## src/rtl/mem_request_queue_if.sv

```systemverilog
// mem_request_queue_if -- request handshake bundle for mem_request_queue.
//
// Carries the two valid/ready channels of the queue:
//   in_valid / in_opcode / in_address / in_ready     parser -> queue
//   out_valid / out_opcode / out_address / out_ready queue -> scheduler
//
// Modports:
//   master : the environment around the queue (drives requests into the
//            queue and the scheduler's out_ready)
//   slave  : the queue itself
interface mem_request_queue_if #(
  parameter int ADDRESS_WIDTH = 32,
  parameter int OP_WIDTH      = 2
);
  logic                     in_valid;
  logic [OP_WIDTH-1:0]      in_opcode;
  logic [ADDRESS_WIDTH-1:0] in_address;
  logic                     in_ready;

  logic                     out_valid;
  logic [OP_WIDTH-1:0]      out_opcode;
  logic [ADDRESS_WIDTH-1:0] out_address;
  logic                     out_ready;

  modport master (
    output in_valid, in_opcode, in_address, out_ready,
    input  in_ready, out_valid, out_opcode, out_address
  );

  modport slave (
    input  in_valid, in_opcode, in_address, out_ready,
    output in_ready, out_valid, out_opcode, out_address
  );
endinterface

```

## src/rtl/mem_request_queue.sv

```systemverilog
// mem_request_queue -- FIFO of memory requests between the parser and the
// scheduler, with optional per-entry age tracking for starvation detection.
//
// Circular buffer of DEPTH entries with first-word fall-through: the head
// entry is driven combinationally from storage, so a request enqueued into
// an empty queue is visible one cycle after its enqueue edge.
//
// Ports:
//   clk        single clock, rising edge
//   rst        synchronous active-high reset (discards all entries)
//   q          mem_request_queue_if.slave: in_* request channel, out_* head
//   count      occupancy, 0..DEPTH
//   full       count == DEPTH
//   empty      count == 0
//   oldest_age age of the head entry in cycles (0 when empty)
//   starved    head has waited at least STARVE_LIMIT cycles
//
// Build option:
//   QUEUE_AGE_EN  when defined, per-entry saturating age counters drive
//                 oldest_age / starved; when undefined both are tied to 0
//                 and no age storage exists.
module mem_request_queue #(
  parameter int ADDRESS_WIDTH = 32,
  parameter int OP_WIDTH      = 2,
  parameter int DEPTH         = 16,
  parameter int AGE_WIDTH     = 8,
  parameter int STARVE_LIMIT  = 100
) (
  input  logic                         clk,
  input  logic                         rst,
  mem_request_queue_if.slave           q,
  output logic [$clog2(DEPTH+1)-1:0]   count,
  output logic                         full,
  output logic                         empty,
  output logic [AGE_WIDTH-1:0]         oldest_age,
  output logic                         starved
);

  localparam int PW = $clog2(DEPTH);
  localparam int CW = $clog2(DEPTH + 1);
  localparam int unsigned STARVE_U = STARVE_LIMIT;

`ifdef QUEUE_AGE_EN
  localparam bit AGE_EN = 1'b1;
`else
  localparam bit AGE_EN = 1'b0;
`endif

  logic [PW-1:0]            wr_ptr;
  logic [PW-1:0]            rd_ptr;
  logic [CW-1:0]            cnt;
  logic [OP_WIDTH-1:0]      op_mem   [DEPTH];
  logic [ADDRESS_WIDTH-1:0] addr_mem [DEPTH];

  logic do_enq;
  logic do_deq;

  // Handshake flags come from registered occupancy only, so in_ready and
  // out_valid never depend combinationally on in_valid or out_ready.
  assign full  = (cnt == CW'(DEPTH));
  assign empty = (cnt == '0);
  assign count = cnt;

  assign q.in_ready  = !full;
  assign q.out_valid = !empty;

  assign do_enq = q.in_valid  && !full;
  assign do_deq = q.out_ready && !empty;

  // Fall-through head: no output register between storage and out_*.
  assign q.out_opcode  = op_mem[rd_ptr];
  assign q.out_address = addr_mem[rd_ptr];

  // DEPTH is a power of two, so the PW-bit pointers wrap DEPTH-1 -> 0 by
  // plain overflow.
  always_ff @(posedge clk) begin
    // NOTE: sequential state uses non-blocking (<=) so every register in
    // this block samples pre-edge values regardless of statement order.
    if (rst) begin
      wr_ptr <= '0;
      rd_ptr <= '0;
      cnt    <= '0;
    end else begin
      if (do_enq) wr_ptr <= wr_ptr + 1'b1;
      if (do_deq) rd_ptr <= rd_ptr + 1'b1;
      case ({do_enq, do_deq})
        2'b10:   cnt <= cnt + 1'b1;
        2'b01:   cnt <= cnt - 1'b1;
        default: cnt <= cnt;
      endcase
    end
  end

  // NOTE: payload storage is deliberately not reset; occupancy is defined
  // by the pointers and count alone, and clearing a RAM costs a reset net
  // per bit for nothing.
  always_ff @(posedge clk) begin
    if (!rst && do_enq) begin
      op_mem[wr_ptr]   <= q.in_opcode;
      addr_mem[wr_ptr] <= q.in_address;
    end
  end

`ifdef QUEUE_AGE_EN
  logic [AGE_WIDTH-1:0] age_mem  [DEPTH];
  logic [PW-1:0]        slot_ofs [DEPTH];
  logic [DEPTH-1:0]     occupied;

  // A slot holds a live entry when its distance from the read pointer
  // (modulo DEPTH) is below the occupancy.
  always_comb begin
    // NOTE: every always_comb output gets a default before any branch so
    // no path can leave it unassigned and infer a latch.
    occupied = '0;
    for (int i = 0; i < DEPTH; i++) begin
      slot_ofs[i] = PW'(i) - rd_ptr;
      occupied[i] = (CW'(slot_ofs[i]) < cnt);
    end
  end

  always_ff @(posedge clk) begin
    if (rst) begin
      for (int i = 0; i < DEPTH; i++) age_mem[i] <= '0;
    end else begin
      for (int i = 0; i < DEPTH; i++) begin
        if (do_enq && (wr_ptr == PW'(i))) begin
          age_mem[i] <= '0;
        end else if (occupied[i] && (age_mem[i] != '1)) begin
          age_mem[i] <= age_mem[i] + 1'b1;
        end
      end
    end
  end

  assign oldest_age = empty ? '0 : age_mem[rd_ptr];
`else
  assign oldest_age = '0;
`endif

  assign starved = AGE_EN && !empty && (32'(oldest_age) >= STARVE_U);

endmodule
```

## src/flat_wrapper.sv

```systemverilog
// flat-port wrapper written by rule: the top's interface ports become plain ports
module mem_request_queue_flat 
#(
  parameter int ADDRESS_WIDTH = 32,
  parameter int OP_WIDTH      = 2,
  parameter int DEPTH         = 16,
  parameter int AGE_WIDTH     = 8,
  parameter int STARVE_LIMIT  = 100
)
  (clk, rst, count, full, empty, oldest_age, starved, q_in_valid, q_in_opcode, q_in_address, q_out_ready, q_in_ready, q_out_valid, q_out_opcode, q_out_address);
  mem_request_queue_if #(.ADDRESS_WIDTH(ADDRESS_WIDTH), .OP_WIDTH(OP_WIDTH)) q_i ();
  input  logic clk;
  input  logic rst;
  output logic [$clog2(DEPTH+1)-1:0] count;
  output logic full;
  output logic empty;
  output logic [AGE_WIDTH-1:0] oldest_age;
  output logic starved;
  input wire logic [$bits(q_i.in_valid)-1:0] q_in_valid;
  input wire logic [$bits(q_i.in_opcode)-1:0] q_in_opcode;
  input wire logic [$bits(q_i.in_address)-1:0] q_in_address;
  input wire logic [$bits(q_i.out_ready)-1:0] q_out_ready;
  output wire logic [$bits(q_i.in_ready)-1:0] q_in_ready;
  output wire logic [$bits(q_i.out_valid)-1:0] q_out_valid;
  output wire logic [$bits(q_i.out_opcode)-1:0] q_out_opcode;
  output wire logic [$bits(q_i.out_address)-1:0] q_out_address;
  assign q_i.in_valid = q_in_valid;
  assign q_i.in_opcode = q_in_opcode;
  assign q_i.in_address = q_in_address;
  assign q_i.out_ready = q_out_ready;
  assign q_in_ready = q_i.in_ready;
  assign q_out_valid = q_i.out_valid;
  assign q_out_opcode = q_i.out_opcode;
  assign q_out_address = q_i.out_address;
  mem_request_queue #(.ADDRESS_WIDTH(ADDRESS_WIDTH), .OP_WIDTH(OP_WIDTH), .DEPTH(DEPTH), .AGE_WIDTH(AGE_WIDTH), .STARVE_LIMIT(STARVE_LIMIT)) u_core (.clk(clk), .rst(rst), .q(q_i), .count(count), .full(full), .empty(empty), .oldest_age(oldest_age), .starved(starved));
endmodule
```

## config.mk

```make
export PLATFORM = sky130hd
export DESIGN_NAME = mem_request_queue_flat
export DESIGN_NICKNAME = d
export VERILOG_FILES = /design/src/rtl/mem_request_queue_if.sv /design/src/rtl/mem_request_queue.sv /design/src/flat_wrapper.sv
export SDC_FILE = /design/constraint.sdc
export NUM_CORES = 1
export LEC_CHECK = 0
export BUFFER_PORTS_ARGS = -buffer_cell sky130_fd_sc_hd__buf_2
export CELL_PAD_IN_SITES_DETAIL_PLACEMENT = 1
export CELL_PAD_IN_SITES_GLOBAL_PLACEMENT = 2
export CORE_ASPECT_RATIO = 0.5
export CORE_UTILIZATION = 49
export CTS_CLUSTER_SIZE = 12
export DETAILED_ROUTE_END_ITERATION = 10
export GPL_TIMING_DRIVEN = 0
export HOLD_SLACK_MARGIN = 0.06
export PLACE_DENSITY_LB_ADDON = 0.1
export SETUP_SLACK_MARGIN = 0.02
export SLEW_MARGIN = 10
export SYNTH_ARGS = -nofsm -noshare
export SYNTH_HDL_FRONTEND = slang
export SYNTH_SLANG_ARGS = --single-unit
```

## constraint.sdc

```tcl
create_clock -name clk -period 3.45 [get_ports clk]
set_clock_uncertainty 0.15 [all_clocks]
set_input_delay 0.69 -clock clk [delete_from_list [all_inputs] [get_ports clk]]
set_output_delay 0.69 -clock clk [all_outputs]
set_load 0.03 [all_outputs]
```

* Word level (Yosys, flattened, before mapping)
Memories as Yosys holds them, arrays and structs flattened. A register that Yosys moved wholly into a read port is not among the register bits.
Cells that the tools add are included.
** Word-level totals
- Register bits after elaboration :: 13
- Output and inout port bits :: 52
- Memories kept :: 2
- RAM bits :: 544
** Memories
- u_core.addr_mem :: depth 16, bits a word 32, rd ports 1, clocked after memory_dff 1, write ports 1, line mem_request_queue.sv:53 : logic [ADDRESS_WIDTH-1:0] addr_mem [DEPTH];
- u_core.op_mem :: depth 16, bits a word 2, rd ports 1, clocked after memory_dff 1, write ports 1, line mem_request_queue.sv:52 : logic [OP_WIDTH-1:0] op_mem [DEPTH];
** Operators by class
- Add/subtract/negate cells :: 4
- Eq/ne operators :: 3
- Multiplexer cells :: 7
- Reductions and logical operators :: 8
** Operators by type and width (number)
- two-way mux 4 bit :: 4
- case mux 5 bit (2 select lines) :: 1
- adder 4 x 1 -> 4 bit (second input constant) :: 2
- adder 5 x 1 -> 5 bit (second input constant) :: 1
- equality test 5 bit (second input constant) :: 1
- zero test 5 bit :: 1
- subtractor 5 x 1 -> 5 bit (second input constant) :: 1
- logical AND 1 bit :: 3
- zero test 1 bit :: 3
- equality test 2 x 1 -> 1 bit (second input constant) :: 1
- equality test 2 bit (second input constant) :: 1
- two-way mux 1 bit :: 2
- nonzero test 2 bit :: 1

* Longest topological paths before layout
- Word-level depth :: 6
- Gate-level depth with buffers :: 10

* Worst setup path before layout
No wires, ideal clock.
- Kind :: input port to flip-flop
- Start point :: input rst
- End point :: memory u_core.addr_mem[0][0] (enable)
- Arrival :: 2.691 ns
- Library setup time :: 0.425 ns
- Path slack :: 0.184 ns
- Stages on the path :: 3
- Required time :: 2.875 ns
- Cell sequence :: clkbuf_1 -> or3_1 -> nor2_1
** Between the ends
- Word-level cells in the longest chain between the ends :: 4
** Ends and longest elaborated chain
- start, declared :: line flat_wrapper.sv:13 : input logic rst;
- zero test 1 bit :: line mem_request_queue.sv:98 : if (!rst && do_enq) begin
- logical AND 1 bit :: line mem_request_queue.sv:98
- two-way mux 1 bit :: line mem_request_queue.sv:98
- two-way mux 1 bit (not written as such) :: line mem_request_queue.sv:100 : addr_mem[wr_ptr] <= q.in_address;
- end, declared :: line mem_request_queue.sv:53
Every way passes these cells.

==> results <==
- The setup violation total in the final timing report is 0.
- The setup check on the worst reg-to-reg path leaves a slack of roughly 0.34 ns.
- The pin count of the biggest net entering global routing is 21.
- The number of warnings reported in the yosys synthesis log is 0.
- The remaining max-slew budget at the tightest pin is 0.529.
- In this run the power spent charging and discharging nets is a little over 4000 µW.
- The first TritonRoute pass finished after 5 iterations.
- The worst setup path is of the register to output pin kind.
- The final antenna diode count is 0.
- The floorplan has 53 rows.
- The tool flagged a number of max-cap violations equal to 0.
- The worst setup path is captured at an output pin.
- The via count of the first global-routing pass came to 10900.
- The vias per cell is around 6.
- The net count reported at finish is about 1200.
- In the final layout, the share of cells above drive strength 1 is 0.334.
- Counting every instance in the synthesized netlist gives 960.
- In this run the critical register-to-register path is captured at u_core.count[4].
- The clock root buffer is sky130_fd_sc_hd__clkbuf_16.
- Counting flops and latches in the post-synthesis netlist gives between 500 and 600.
- For the pin with the worst max-slew slack, the measured transition is about 0.71 ns.
- The initial antenna violation count is 0.
- The arrival time at the worst endpoint is approximately 2.5 ns.
- The sum of negative setup slack is 0 ns.
- Walking the worst path, the cells encountered are buf_8, buf_12, buf_8, mux4_2, a22oi_1, nand2_1, buf_2.
- The kind of launch point of the worst setup path is a register.
- The count of distinct cell types in the synthesized netlist is 34.
- The standby leakage power is between 0.007 and 0.008 µW.
- The starting utilization of the core area is 0.502.
- The peak supply drop is 0.000399 V.
- The path with the worst hold slack has its endpoint at u_core.addr_mem[1][29].
- The flow ran to the end, and the final reports show no timing, DRC or antenna violations.
- The register area share after synthesis is 0.782.
- The total overflow left after global routing is 0.
- The portion of total power attributed to combinational logic is 0.181.
- The routed length per instance is ~28 µm.
- The first global-routing pass estimated around 70000 µm of wire.
- The average cell area after synthesis is around 22 µm².
- After filler insertion, the fill cell instance count of the layout stands at approximately 3500.
- Measured in cells, the most critical reg-to-reg path has a length of 10.
- The ratio of final minimum period to clock period is 0.967.
- Hold is met by roughly 0.33 ns.
- The number of clock buffers added by TritonCTS is 53.
- The H-tree generated during clock tree synthesis spans 2 levels.
- For this run, the total global-route usage over all layers was measured as 0.225.
- The slowest stage of the critical path is the sky130_fd_sc_hd__mux4_2 cell.
- The final hold violation count is 0.
- The cell area after placement is between 20000 and 25000 µm².
- The count of nets left with antenna violations after detail routing is 0.
- The design internal power is around 12000 µW.
- The cell area after layout is approximately 25000 µm².
- The most numerous cell type found on the critical path is sky130_fd_sc_hd__buf_8.
- The area of the core is between 40000 and 50000 µm².
- The area growth from synthesis to layout is 16.4%.
- The latest clock arrival within the worst-skew pair is ~0.57 ns.
- The required time reported for the critical path endpoint is 2.61 ns.
- In this design, the stage delay of the slowest critical-path cell is between 0.5 and 0.6 ns.
- TritonCTS built the clock tree.
- The area of the mapped netlist is between 20000 and 25000 µm².
- The most common cell after layout, fill and taps aside is sky130_fd_sc_hd__edfxtp_1.
- The maximum clock insertion buffer count is 3.
- In the layout the commonest cells are 544 x sky130_fd_sc_hd__edfxtp_1, 136 x sky130_fd_sc_hd__mux4_2, 87 x sky130_fd_sc_hd__buf_2.
- The number of DRC markers after the initial detailed-route iteration is 912.
- The cell family contributing the most delay on the critical path is buffers and inverters.
- The startpoint identified for the worst register-to-register timing path is u_core.count[0].
- The shortest period the worst path allows is roughly 3.3 ns.
- The startpoint of the tightest hold check path is q_in_address[29].
- Of the total power, the clock network draws 0.329.
- The number of remaining DRC errors is 0.
- Of the total power, registers draw 0.490.
- Power spread over the standard cell area amounts to roughly 630 nW/µm².
- The area of the die is 44400 µm².
- Measured along the x axis, the die boundary spans about 300 µm.
- Together, buffers and inverters on the worst path number 4.
- For this run, asynchronously set or reset flops after synthesis account for 0.
- Setup repair after global routing could not meet its margin everywhere.
- The total via count after detailed routing is just over 10000.
- The die height is about 150 µm.
- Among all flip-flop cells after synthesis, the most frequent one is sky130_fd_sc_hd__edfxtp_1.
- The estimated wirelength of the detail-placed design is roughly 30000 µm.
- The hold path depth is 1.
- The count of final max-slew check failures was 0.
- The highest net fanout along the worst path is 10.
- The number of placed I/O pins is 90.
- The tree built by TritonCTS fans out to about 560 sinks.
- The CTS clock-pin slew for the worst setup and hold paths is roughly 0.060 ns.
- The non-filler instance count after layout is 1720.
- Input and output buffers added on the ports amount to 79.
- The maximum clock rate is 300 MHz.
- Of the total power, the share spent switching nets is 0.259.
- The total instance count after detailed placement is 1648.
- The count of flip-flops with a built-in enable after synthesis is ~540.
- The min-delay analysis places its worst path in the category input port to register.
- Routability-driven placement finished with a final weighted congestion of about 0.73.
- Summed over all layers, the routed wires come to 48800 µm.
==> power by group through the flow <==
stage | Sequential (µW) | Combinational, µW | Clock [µW]
6_report | 7660 | 2830 | 5140
5_1_grt | 7670 | 3040 | 5460
4_1_cts | 7660 | 2830 | 5230
3_5_place_dp | 7810 | 2760 | 0
3_3_place_gp | 7810 | 2640 | 0
2_1_floorplan | 7840 | 1880 | 0
==> registers in the layout, indices dropped and copies added (netlist names), named ones only <==
| name | cells |
|---|---|
| u_core.addr_mem | 512 |
| u_core.op_mem | 32 |
| u_core.wr_ptr | 4 |
| u_core.rd_ptr | 4 |
| u_core.count | 5 |
==> kinds of logic after synthesis <==
kind of cell / count (synthesis) / share of synthesized area
flip-flops: 561 / 0.782
multiplexers: 141 / 0.146
AND/OR/NAND/NOR: 94 / 0.0186
AO/OA/AOI/OAI: 78 / 0.0275
buffers and inverters: 68 / 0.0165
adder cells (fa/ha/maj): 10 / 0.00622
XOR/XNOR: 7 / 0.00288
other: 1 / 0.000176
==> worst reg2reg max path: cells and delay by family, from the launching register on <==
kind / cells / cell delay, ns
simple gates: 2 / 0.67
buf+inv: 2 / 0.18
fa+ha+maj: 2 / 0.65
flops: 1 / 0.37
mux: 2 / 0.60
compound gates: 2 / 0.39
==> worst max-delay path by stage <==
stage,endpoint,start,depth (start not counted)
6_report,q_out_address[20],register,7
3_3_place_gp,u_core.addr_mem[8][16],q_in_valid,4
2_1_floorplan,u_core.addr_mem[0][0],rst,3
4_1_cts,q_out_address[30],register,7
3_5_place_dp,q_out_address[24],register,6
5_1_grt,q_out_address[17],register,6
==> per-stage QoR <==
step                total power, µW  worst slack, ns  utilization
floorplan                      9720            0.184            -
global placement              10400            -1.76        0.529
detailed placement            10600            0.191        0.546
CTS                           15700           0.0223        0.583
global route                  16200           0.0147        0.585
finish                        15600            0.113        0.585
==> synthesized netlist by cell type (3+ instances only) <==
cell / count / share of area
sky130_fd_sc_hd__a21oi_1: 4 / 0.00094
sky130_fd_sc_hd__a22oi_1: 68 / 0.024
sky130_fd_sc_hd__buf_1: 9 / 0.0016
sky130_fd_sc_hd__buf_2: 15 / 0.0035
sky130_fd_sc_hd__buf_4: 9 / 0.0032
sky130_fd_sc_hd__buf_6: 6 / 0.0032
sky130_fd_sc_hd__clkbuf_1: 19 / 0.0033
sky130_fd_sc_hd__dfxtp_1: 17 / 0.016
sky130_fd_sc_hd__edfxtp_1: 544 / 0.77
sky130_fd_sc_hd__ha_1: 9 / 0.0053
sky130_fd_sc_hd__inv_1: 10 / 0.0018
sky130_fd_sc_hd__mux2i_1: 3 / 0.0014
sky130_fd_sc_hd__mux4_2: 136 / 0.14
sky130_fd_sc_hd__nand2_1: 41 / 0.0072
sky130_fd_sc_hd__nor2_1: 39 / 0.0069
sky130_fd_sc_hd__nor2b_1: 3 / 0.00088
sky130_fd_sc_hd__xor2_1: 6 / 0.0025
==> routing by layer <==
layer / vias up / wire [µm] / GRT usage / part of all wire
met3: 58 / 2670 / 0.0404 / 0.055
met1: 5404 / 21400 / 0.315 / 0.44
met2: 315 / 24100 / 0.376 / 0.49
met5: - / 0 / 0 / 0
li1: 4337 / - / - / -
met4: 0 / 635 / 0.0425 / 0.013
==> what timing repair did <==
item | in CTS | in global routing
setup buffers | 0 | 4
gates resized for setup | 48 | 18
hold buffers | 0 | 0
pin swaps | 0 | 0
setup endpoints to repair | 34 | 24
==> cell type report <==
cell class	count	area, µm²	area share
well taps	577	722	0.0291
flip-flops and latches	561	16700	0.672
multi-input cells	339	4480	0.180
clock buffers	65	1370	0.0553
plain buffers	57	452	0.0182
repair buffers	107	1030	0.0413
inverters	10	37.5	0.00151
clock inverters	4	52.6	0.00212
No activity file was read; power rests on OpenSTA's default activity.
